### src/rtl/bf_tape_if.sv
// Op-stream and tape-RAM signal bundle for the Brainfuck tape controller.
// master = decoder/RAM side, slave = controller side.
interface bf_tape_if #(
  parameter int unsigned c_data_width = 8,
  parameter int unsigned c_addr_width = 12
);
  logic                    i_valid;
  logic                    o_ready;
  logic [1:0]              i_op;
  logic [c_addr_width-1:0] o_ptr;
  logic [c_addr_width-1:0] o_mem_addr;
  logic                    o_mem_re;
  logic [c_data_width-1:0] i_mem_rdata;
  logic                    o_mem_we;
  logic [c_data_width-1:0] o_mem_wdata;
  logic                    o_done;

  modport master (
    output i_valid, i_op, i_mem_rdata,
    input  o_ready, o_ptr, o_mem_addr, o_mem_re, o_mem_we, o_mem_wdata, o_done
  );

  modport slave (
    input  i_valid, i_op, i_mem_rdata,
    output o_ready, o_ptr, o_mem_addr, o_mem_re, o_mem_we, o_mem_wdata, o_done
  );
endinterface

### src/rtl/bf_tape_ctrl.sv
// Brainfuck tape controller: pointer moves and cell read-modify-write
// sequenced onto one shared incrementer/decrementer.

module bf_inc_dec #(
  parameter int unsigned c_width = 12
) (
  input  logic [c_width-1:0] operand,
  input  logic               dec,
  output logic [c_width-1:0] result_c
);
  assign result_c = dec ? operand - c_width'(1) : operand + c_width'(1);
endmodule

module bf_tape_ctrl #(
  parameter int unsigned c_data_width = 8,
  parameter int unsigned c_addr_width = 12
) (
  input  logic    i_clk,
  input  logic    i_rst,
  bf_tape_if.slave bus
);
  localparam int unsigned DW = c_data_width;
  localparam int unsigned AW = c_addr_width;

  typedef enum logic [1:0] {S_IDLE, S_RD, S_WAIT, S_WR} state_t;

  state_t          state;
  logic [AW-1:0]   ptr;
  logic            dec_q;
  logic            mem_re;
  logic            mem_we;
  logic [DW-1:0]   mem_wdata;
  logic            done;

  logic [AW-1:0]   operand;
  logic            dec_sel;
  logic [AW-1:0]   result;

  // The single arithmetic unit serves the pointer in IDLE and the cell in WAIT.
  assign operand = (state == S_WAIT) ? AW'(bus.i_mem_rdata) : ptr;
  assign dec_sel = (state == S_IDLE) ? bus.i_op[0] : dec_q;

  bf_inc_dec #(.c_width(AW)) u_inc_dec (
    .operand  (operand),
    .dec      (dec_sel),
    .result_c (result)
  );

  always_ff @(posedge i_clk or posedge i_rst) begin
    if (i_rst) begin
      state     <= S_IDLE;
      ptr       <= '0;
      dec_q     <= 1'b0;
      mem_re    <= 1'b0;
      mem_we    <= 1'b0;
      mem_wdata <= '0;
      done      <= 1'b0;
    end else begin
      mem_re <= 1'b0;
      mem_we <= 1'b0;
      done   <= 1'b0;
      case (state)
        S_IDLE: begin
          if (bus.i_valid) begin
            if (bus.i_op[1]) begin
              ptr  <= result;
              done <= 1'b1;
            end else begin
              dec_q  <= bus.i_op[0];
              mem_re <= 1'b1;
              state  <= S_RD;
            end
          end
        end
        S_RD: begin
          state <= S_WAIT;
        end
        S_WAIT: begin
          mem_wdata <= result[DW-1:0];
          mem_we    <= 1'b1;
          done      <= 1'b1;
          state     <= S_WR;
        end
        S_WR: begin
          state <= S_IDLE;
        end
        default: state <= S_IDLE;
      endcase
    end
  end

  assign bus.o_ready     = (state == S_IDLE);
  assign bus.o_ptr       = ptr;
  assign bus.o_mem_addr  = ptr;
  assign bus.o_mem_re    = mem_re;
  assign bus.o_mem_we    = mem_we;
  assign bus.o_mem_wdata = mem_wdata;
  assign bus.o_done      = done;
endmodule

### src/flat_wrapper.sv
// flat-port wrapper written by rule: the top's interface ports become plain ports
module bf_tape_ctrl_flat 
#(
  parameter int unsigned c_data_width = 8,
  parameter int unsigned c_addr_width = 12
)
  (i_clk, i_rst, bus_i_valid, bus_i_op, bus_i_mem_rdata, bus_o_ready, bus_o_ptr, bus_o_mem_addr, bus_o_mem_re, bus_o_mem_we, bus_o_mem_wdata, bus_o_done);
  bf_tape_if #(.c_data_width(c_data_width), .c_addr_width(c_addr_width)) bus_i ();
  input  logic i_clk;
  input  logic i_rst;
  input wire logic [$bits(bus_i.i_valid)-1:0] bus_i_valid;
  input wire logic [$bits(bus_i.i_op)-1:0] bus_i_op;
  input wire logic [$bits(bus_i.i_mem_rdata)-1:0] bus_i_mem_rdata;
  output wire logic [$bits(bus_i.o_ready)-1:0] bus_o_ready;
  output wire logic [$bits(bus_i.o_ptr)-1:0] bus_o_ptr;
  output wire logic [$bits(bus_i.o_mem_addr)-1:0] bus_o_mem_addr;
  output wire logic [$bits(bus_i.o_mem_re)-1:0] bus_o_mem_re;
  output wire logic [$bits(bus_i.o_mem_we)-1:0] bus_o_mem_we;
  output wire logic [$bits(bus_i.o_mem_wdata)-1:0] bus_o_mem_wdata;
  output wire logic [$bits(bus_i.o_done)-1:0] bus_o_done;
  assign bus_i.i_valid = bus_i_valid;
  assign bus_i.i_op = bus_i_op;
  assign bus_i.i_mem_rdata = bus_i_mem_rdata;
  assign bus_o_ready = bus_i.o_ready;
  assign bus_o_ptr = bus_i.o_ptr;
  assign bus_o_mem_addr = bus_i.o_mem_addr;
  assign bus_o_mem_re = bus_i.o_mem_re;
  assign bus_o_mem_we = bus_i.o_mem_we;
  assign bus_o_mem_wdata = bus_i.o_mem_wdata;
  assign bus_o_done = bus_i.o_done;
  bf_tape_ctrl #(.c_data_width(c_data_width), .c_addr_width(c_addr_width)) u_core (.i_clk(i_clk), .i_rst(i_rst), .bus(bus_i));
endmodule
### config.mk
export PLATFORM = sky130hd
export DESIGN_NAME = bf_tape_ctrl_flat
export DESIGN_NICKNAME = d
export VERILOG_FILES = /design/src/rtl/bf_tape_if.sv /design/src/rtl/bf_tape_ctrl.sv /design/src/flat_wrapper.sv
export SDC_FILE = /design/constraint.sdc
export NUM_CORES = 1
export LEC_CHECK = 0
export ABC_CLOCK_PERIOD_IN_PS = 5550
export CAP_MARGIN = 20
export CORE_UTILIZATION = 40
export DETAILED_ROUTE_END_ITERATION = 16
export HOLD_SLACK_MARGIN = 0.03
export PLACE_DENSITY = 0.68
export SYNTH_ARGS = -nofsm -noshare
export SYNTH_HDL_FRONTEND = slang
export SYNTH_HIERARCHICAL = 1
export SYNTH_SLANG_ARGS = --single-unit
### constraint.sdc
create_clock -name i_clk -period 5.55 [get_ports i_clk]
set_input_delay 1.11 -clock i_clk [delete_from_list [all_inputs] [get_ports i_clk]]
set_output_delay 1.11 -clock i_clk [all_outputs]
set_load 0.01 [all_outputs]
### Yosys cells after proc, flatten, opt, wreduce, memory -nomap -nowiden

Index checks and enable logic that the tools add are counted.

* mux-type cells: 13
* bitwise logic cells: 1
* add/sub/neg operators: 2
* reduce and logical (&&, ||, !) cells: 4
* eq/ne operators: 5

Operator list (count)
* $mux 12: 2
* $add 12x1->12 const B: 1
* $sub 12x1->12 const B: 1
* $pmux 2 s4: 1
* $mux 1: 7
* $reduce_and 3->1: 2
* $eq 2x2->1 const B: 2
* $mux 2: 2
* $ne 2x2->1 const B: 2
* $eq 2x1->1 const B: 1
* $logic_not 2->1: 1
* $pmux 1 s2: 1
* $reduce_and 2->1: 1
* $not 1->1: 1

* register bits after elaboration: 26
* output and inout port bits: 36
* word-level logic and storage cells: 32

### Logic depth before layout (Yosys ltp)

Gate-level depths: netlist (run 1).

* word-level depth: 4
* mapped depth: 11
* mapped depth without buffers: 11

### Hierarchy

The synthesis (run 1) kept the hierarchy.

Modules (own cells, without submodules)
* bf_tape_ctrl: cells an instance 92, area an instance 1268.7 um^2, instances 1
* bf_inc_dec: cells an instance 60, area an instance 504.2 um^2, instances 1

### Worst setup path after synthesis (run 1)

Ideal clock, no wire load.

* kind: input to register
* start point: input port bus_i_op[0]
* end point: register u_core.ptr[8] (netlist: u_core/bus.o_mem_addr[8])
* buffers on the path: 0
* stages: 8
* slack: 2338 ps
* required time: 5425 ps
* arrival time: 3087 ps
* library setup time: 125 ps
* cell sequence: mux2_2 ha_1 nor2b_1 o31a_1 o21a_1 o41a_1 xor2_1 mux2_4

* longest elaborated chain between the ends: 2

RTL lines
* start, declared: line flat_wrapper.sv:12 `input wire logic [$bits(bus_i.i_op)-1:0] bus_i_op;`
* $mux 1: line bf_tape_ctrl.sv:41 `assign dec_sel = (state == S_IDLE) ? bus.i_op[0] : dec_q;`
* $mux 12: line bf_tape_ctrl.sv:11 `assign result_c = dec ? operand - c_width'(1) : operand + c_width'(1);`
* via u_core.result[8]: line bf_tape_ctrl.sv:37 `logic [AW-1:0] result;`
* end signal, assigned: line bf_tape_ctrl.sv:66 `ptr <= result;`
* end, declared: line bf_tape_ctrl.sv:28 `logic [AW-1:0] ptr;`

The timed path passes the listed nets, and every way through them passes these cells.
A chain may end at the register's enable or synchronous reset.

### Worst setup path in the final report (run 1)

* start point: input port bus_i_op[0]
* end point: register u_core.ptr[10] (netlist: u_core/bus.o_mem_addr[10])

* longest elaborated chain between the ends: 2

RTL lines
* $mux 1: line bf_tape_ctrl.sv:41
* via u_core.dec_sel: line bf_tape_ctrl.sv:36 `logic dec_sel;`
* $mux 12: line bf_tape_ctrl.sv:11
* via u_core.result[10]: line bf_tape_ctrl.sv:37

The timed path passes the listed nets, and every way through them passes these cells.

==> run_results.csv, run 1 <==
group,metric,value,unit
drt,drc,0,
floorplanning,dieArea,4700,sq um
synth,syn-num-nets,179,
layout,syn2layout_area_growth,29.0,%
synth,syn_avg_cell_area,11.7,sq um
timing,slew_headroom,56.9,%
synth,ys_async_sr_fraction,100,%
clock_network,postCtsSetupRepairBufs,0,
drt,drtPass1Iterations,4,
clock_network,tritoncts,"yes",
clock_network,clock_sinks,26,
place,dp_hpwl,2.67,mm
critical_path,r2r_start,"u_core/state[0]$_DFFE_PP0P_",
place,io_buffers,48,
critical_path,cp-start-kind,"primary input",
critical_path,cp_slowest_stage_delay,420,ps
global_route,grt_usage,16.6,%
timing,period_share,64.1,%
global_route,grt_pass1_vias,1214,
synth,synth_top_cell_by_area,"dfrtp_1",
layout,antennaDiodeCount,0,
floorplanning,die_h,68.6,um
timing,hold_viol,0,
synth,ys_seq_area_share,36.7,%
layout,seq_area,651,sq um
global_route,grt_max_degree,27,
status,outcome,"complete, no violations",
critical_path,crit_start,"bus_i_op[0]",
timing,finalSetupTns,0,ps
layout,multi_input_area,981,sq um
clock_network,clk_latency,260,ps
synth,syn_area,1770,sq um
drt,avgViaCountPerCell,5.14,
timing,setup_ws,1990,ps
critical_path,cp_slowest_cell,"clkdlybuf4s50_1",
timing,setup_viol_count_final,0,
critical_path,reg2reg_depth,10,
timing,fin_skew,3.62,ps
clock_network,cts_made_buffers,3,
critical_path,cpMostUsedCell,"mux2_2",
synth,yosys_warnings,6,
layout,nNetsFinal,218,
critical_path,cp_data_required_time,5710,ps
timing,tightest_slew,646,ps
critical_path,r2r_end,"u_core/bus.o_mem_addr[10]$_DFFE_PP0P_",
critical_path,path_class,"primary input to flip-flop",
clock_network,hold_buffers,0,
run,drv_cap,0,
drt,vias,1233,
place,pre_cts_slack,1740,ps
min_path,holdCritPathClass,"flip-flop to flip-flop",
drt,drt-initial-drc-count,21,
drt,antenna_left,0,
place,routabilityCongestion,0.794,
critical_path,cp_max_fo,12,
layout,fin_cells,240,
floorplanning,core,4120,sq um
global_route,grt_overflow,0,
synth,yosysTopAreaCellShare,36.7,%
timing,report.final.slew_viol_count,0,
drt,wire_per_inst,15.4,um
layout,drive_above_1_share,21.6,%
critical_path,path_cells,"clkdlybuf4s50_1, mux2_2, ha_1, and4_1, a32o_1, a2111o_1, a21oi_2, xnor2_1, mux2_2",
timing,fin_crit,3560,ps
global_route,antenna_found_initial,0,
critical_path,crit_end,"u_core/bus.o_mem_addr[10]$_DFFE_PP0P_",
clock_network,clk_pin_slew,90,ps
clock_network,cts.path.max_buffers,2,
floorplanning,rows,23,
synth,synth_seq_cells,26,
global_route,grt_pass1_wl,5.78,mm
drt,routed_wl,3.69,mm
timing,hold_slack,513,ps
place,dp_cells,235,
synth,synth-edff-count,0,
layout,fillCellCount,359,
clock_network,cts_root_buffer,"clkbuf_8",
clock_network,htree_levels,1,
floorplanning,initial_core_util,43.1,%
synth,synth_cell_types,35,
critical_path,setup.worst_path.end_class,"flip-flop",
clock_network,cts_resized,0,
timing,clock.fmax,281,MHz
synth,synthCells,152,
synth,synth_area_leaders,"dfrtp_1 37%, mux2_2 13%, ha_1 9.2%, mux2_4 7.6%, buf_4 5.1%",
synth,synth_ff_type,"dfrtp_1",
floorplanning,io_pins,49,
critical_path,ff2ff_setup_slack,2190,ps
critical_path,worstPathArrival,3720,ps
timing,rsz0062_at_grt,"false",
floorplanning,die_w,68.6,um
## worst min path at each step
stage	start	to	slack (ps)	cells past startpoint
global placement	u_core/dec_q$_DFFE_PP0P_	u_core/dec_q$_DFFE_PP0P_	470	1
finish	u_core/bus.o_mem_wdata[4]$_DFFE_PP0N_	u_core/bus.o_mem_wdata[4]$_DFFE_PP0N_	510	1
floorplan	u_core/dec_q$_DFFE_PP0P_	u_core/dec_q$_DFFE_PP0P_	450	1
global route	u_core/bus.o_mem_wdata[7]$_DFFE_PP0N_	u_core/bus.o_mem_wdata[7]$_DFFE_PP0N_	540	1
CTS	u_core/bus.o_mem_wdata[4]$_DFFE_PP0N_	u_core/bus.o_mem_wdata[4]$_DFFE_PP0N_	520	1
detailed placement	u_core/bus.o_mem_wdata[4]$_DFFE_PP0N_	u_core/bus.o_mem_wdata[4]$_DFFE_PP0N_	490	1
## final cells by class
class / instances / area share (%)
well taps: 50 / 2.74
repair buffers: 49 / 22.2
inverters: 8 / 1.31
clock buffers: 4 / 2.41
flip-flops and latches: 26 / 28.4
multi-input cells: 103 / 42.9
## critical path: cells and delay by family
family | cells | cell delay [ps]
compound gates | 3 | 780
xor+xnor | 1 | 70
fa+ha+maj | 1 | 410
buf+inv | 1 | 420
mux | 2 | 660
simple gates | 1 | 260
## registers in the layout, summed over array words and instances (netlist names)
register,cells
u_core/dec_q,1
u_core/bus.o_done,1
u_core/state,2
u_core/bus.o_mem_wdata,8
u_core/bus.o_mem_we,1
u_core/bus.o_mem_addr,12
u_core/bus.o_mem_re,1
## layer usage
| metal | wire length [um] | up-vias | GRT usage [%] |
|---|---|---|---|
| li1 | - | 599 | - |
| met1 | 1660 | 594 | 21.1 |
| met2 | 1840 | 36 | 29.3 |
| met3 | 146 | 4 | 2.14 |
| met4 | 44 | 0 | 4.69 |
| met5 | 0 | - | 0 |
## placed cells by master (no fill, tap or decap), drive strengths merged
cell and count:
dfrtp 26, nand3 1, nor2 7, fa 1
mux2 30, buf 1, a32o 1, xor2 3
a21boi 1, and3 2, ha 13, and2 3
xnor2 7, inv 8, o31ai 1, and4 1
a2111oi 1, nor2b 7, a41oi 1, clkbuf 4
nand2 2, o31a 1, o21ai 4, a21oi 9
o41a 1, clkdlybuf4s50 48, nor3 1, o21a 3
a2111o 1, a21o 1
## stage by stage
step / utilization (%) / instance area [sq um]
2_1_floorplan: - / 1770
3_3_place_gp: 53.6 / 2200
5_1_grt: 55.6 / 2290
4_1_cts: 54.9 / 2260
3_5_place_dp: 53.6 / 2200
6_report: 55.6 / 2290
## cells by family after synthesis
kind of cell	Yosys count	synth area share (%)
muxes	30	21.0
DFF	26	36.7
AOI/OAI and AO/OA	25	11.4
and+or+nand+nor	24	7.69
buffers and inverters	23	7.97
adders and majority gates	14	10.3
xor gates and xnor gates	10	4.94
## cell usage after synthesis, types with 2 or more instances
cell type   n
nor2_1      7
nand2_1     2
a21oi_1     7
xnor2_1     7
ha_1       13
nor2b_1     7
buf_4      12
xor2_1      3
mux2_4      9
o21a_1      3
mux2_2     20
a21oi_2     2
inv_1       8
dfrtp_1    26
buf_2       2
and3_1      2
o21ai_0     4
Power of run 1 is left out: the tool's default activity adds up to more than one toggle a clock period on the data nets, which glitch-free logic cannot reach.
==> inputs of run 2 (changes only) <==
ABC_CLOCK_PERIOD_IN_PS = 3410   (was 5550)
clock period = 3.41 ns   (was 5.55 ns; I/O delays follow)
==> run 2 against run 1 <==
  * Utilization increased by 0.55 points
  * Flip-flop and latch count unchanged
  * Hold slack got worse by 17 ps
  * First-iteration DRC count shrank 14%
  * Routed wire length fell by 2.5%
  * Clock-buffer cell count is the same
  * Critical endpoint is now u_core/bus.o_mem_addr[11]$_DFFE_PP0P_
==> run_results.csv, run 2 (synthesis gave the netlist of run 1 again) <==
group,metric,value,unit
status,outcome,"complete, no violations",
run,drv_cap,0,
clock_network,clk_latency,270,ps
layout,final_common_cell,"clkdlybuf4s50_1",
critical_path,r2r_start,"u_core/state[0]$_DFFE_PP0P_",
critical_path,cp_max_fo,12,
place,dp_hpwl,2.64,mm
layout,largest_reg_flops,12,
drt,dr.max_layer_used,"met4",
timing,rsz0062_at_grt,"false",
drt,avgViaCountPerCell,5.19,
timing,tightest_slew,499,ps
layout,final_cell_mix,"48 x clkdlybuf4s50_1, 26 x dfrtp_1, 20 x mux2_2, 13 x ha_1, 9 x mux2_4",
layout,antennaDiodeCount,0,
critical_path,critPathTopFamily,"compound AO/OA/AOI/OAI gates",
floorplanning,rows,23,
clock_network,postCtsSetupRepairBufs,0,
drt,drc,0,
clock_network,hold_buffers,0,
drt,routed_wl,3.60,mm
layout,syn2layout_area_growth,30.3,%
critical_path,cp_slowest_stage_delay,420,ps
critical_path,worstPathArrival,3260,ps
floorplanning,core,4120,sq um
critical_path,setup.worst_path.end_class,"flip-flop",
clock_network,clk_pin_slew,90,ps
drt,vias,1260,
critical_path,cp-start-kind,"primary input",
layout,drive_above_1_share,22.8,%
critical_path,path_cells,"clkdlybuf4s50_1, mux2_2, ha_1, and3_1, a2111oi_4, a21oi_2, a41oi_2, xnor2_1, mux2_4",
global_route,grt_pass1_wl,5.80,mm
floorplanning,die_h,68.6,um
clock_network,cts.path.max_buffers,2,
place,io_buffers,48,
drt,antenna_left,0,
layout,nNetsFinal,221,
clock_network,tritoncts,"yes",
drt,wl_met3,157,um
min_path,holdCritPathClass,"flip-flop to flip-flop",
global_route,grt_max_degree,27,
clock_network,htree_levels,1,
floorplanning,io_pins,49,
clock_network,cts_root_buffer,"clkbuf_8",
layout,seq_area,651,sq um
global_route,grt_pass1_vias,1240,
place,routabilityCongestion,0.836,
drt,drt-initial-drc-count,18,
critical_path,crit_end,"u_core/bus.o_mem_addr[11]$_DFFE_PP0P_",
critical_path,cp.depth,9,
global_route,grt_overflow,0,
timing,fin_crit,3100,ps
clock_network,cts_made_buffers,3,
timing,clock.fmax,323,MHz
timing,setup_viol_count_final,0,
timing,report.final.slew_viol_count,0,
critical_path,cp_data_required_time,3570,ps
timing,slew_headroom,66.7,%
timing,finalSetupTns,0,ps
clock_network,cts_resized,0,
drt,wire_per_inst,14.8,um
timing,hold_viol,0,
drt,wirelength_met1,1.63,mm
drt,drtPass1Iterations,4,
floorplanning,die_w,68.6,um
timing,period_share,90.9,%
clock_network,clock_sinks,26,
drt,route.met2.wl,1.77,mm
critical_path,cp_slowest_cell,"clkdlybuf4s50_1",
floorplanning,dieArea,4700,sq um
layout,multi_input_area,981,sq um
layout,fillCellCount,352,
critical_path,crit_start,"bus_i_op[0]",
critical_path,path_class,"primary input to flip-flop",
timing,fin_skew,4.83,ps
critical_path,reg2reg_depth,11,
global_route,grt_usage,16.6,%
critical_path,ff2ff_setup_slack,320,ps
global_route,antenna_found_initial,0,
floorplanning,initial_core_util,43.1,%
critical_path,r2r_end,"u_core/bus.o_mem_addr[11]$_DFFE_PP0P_",
critical_path,crit_buf_inv,1,
## run 2: cell types whose count changed in the layout (fill, tap and decap cells not counted), sizes merged
cell  delta
buf      +3
## run 2: per-layer routing
metal / vias up / track usage, %
met5: - / 0
met4: 0 / 3.91
met3: 4 / 2.14
met2: 34 / 29.9
met1: 614 / 20.7
li1: 608 / -
## run 2: through the flow
step / hold WS, ps / setup WS, ps / cells / util (%) / area, sq um
2_1_floorplan: 454 / 419 / 152 / - / 1770
3_3_place_gp: 469 / 71.3 / 238 / 54.1 / 2230
3_5_place_dp: 477 / 27.2 / 238 / 54.1 / 2230
4_1_cts: 499 / 307 / 242 / 55.5 / 2280
5_1_grt: 529 / 169 / 243 / 56.1 / 2310
6_report: 496 / 311 / 243 / 56.1 / 2310
## run 2: layout make-up
cell class / count / share of cell area [%]
Inverter: 8 / 1.30
Clock buffer: 4 / 2.38
Sequential cell: 26 / 28.2
Timing Repair Buffer: 52 / 23.0
Multi-Input combinational cell: 103 / 42.5
Tap cell: 50 / 2.71
## run 2: how the worst min path moves through the flow
stage	startpoint	end	slack (ps)	depth (start not counted)
floorplan	u_core/dec_q$_DFFE_PP0P_	u_core/dec_q$_DFFE_PP0P_	450	1
global placement	u_core/dec_q$_DFFE_PP0P_	u_core/dec_q$_DFFE_PP0P_	470	1
detailed placement	u_core/dec_q$_DFFE_PP0P_	u_core/dec_q$_DFFE_PP0P_	480	1
CTS	u_core/dec_q$_DFFE_PP0P_	u_core/dec_q$_DFFE_PP0P_	500	1
global route	u_core/dec_q$_DFFE_PP0P_	u_core/dec_q$_DFFE_PP0P_	530	1
finish	u_core/dec_q$_DFFE_PP0P_	u_core/dec_q$_DFFE_PP0P_	500	1
Power of run 2 is left out for the same reason.
==> inputs of run 3 (changes only) <==
CORE_MARGIN = 1   (was not set)
==> results of run 3 <==
Final layout, timing and power as in run 2 (identical DEF).
Power of run 3 is left out for the same reason.
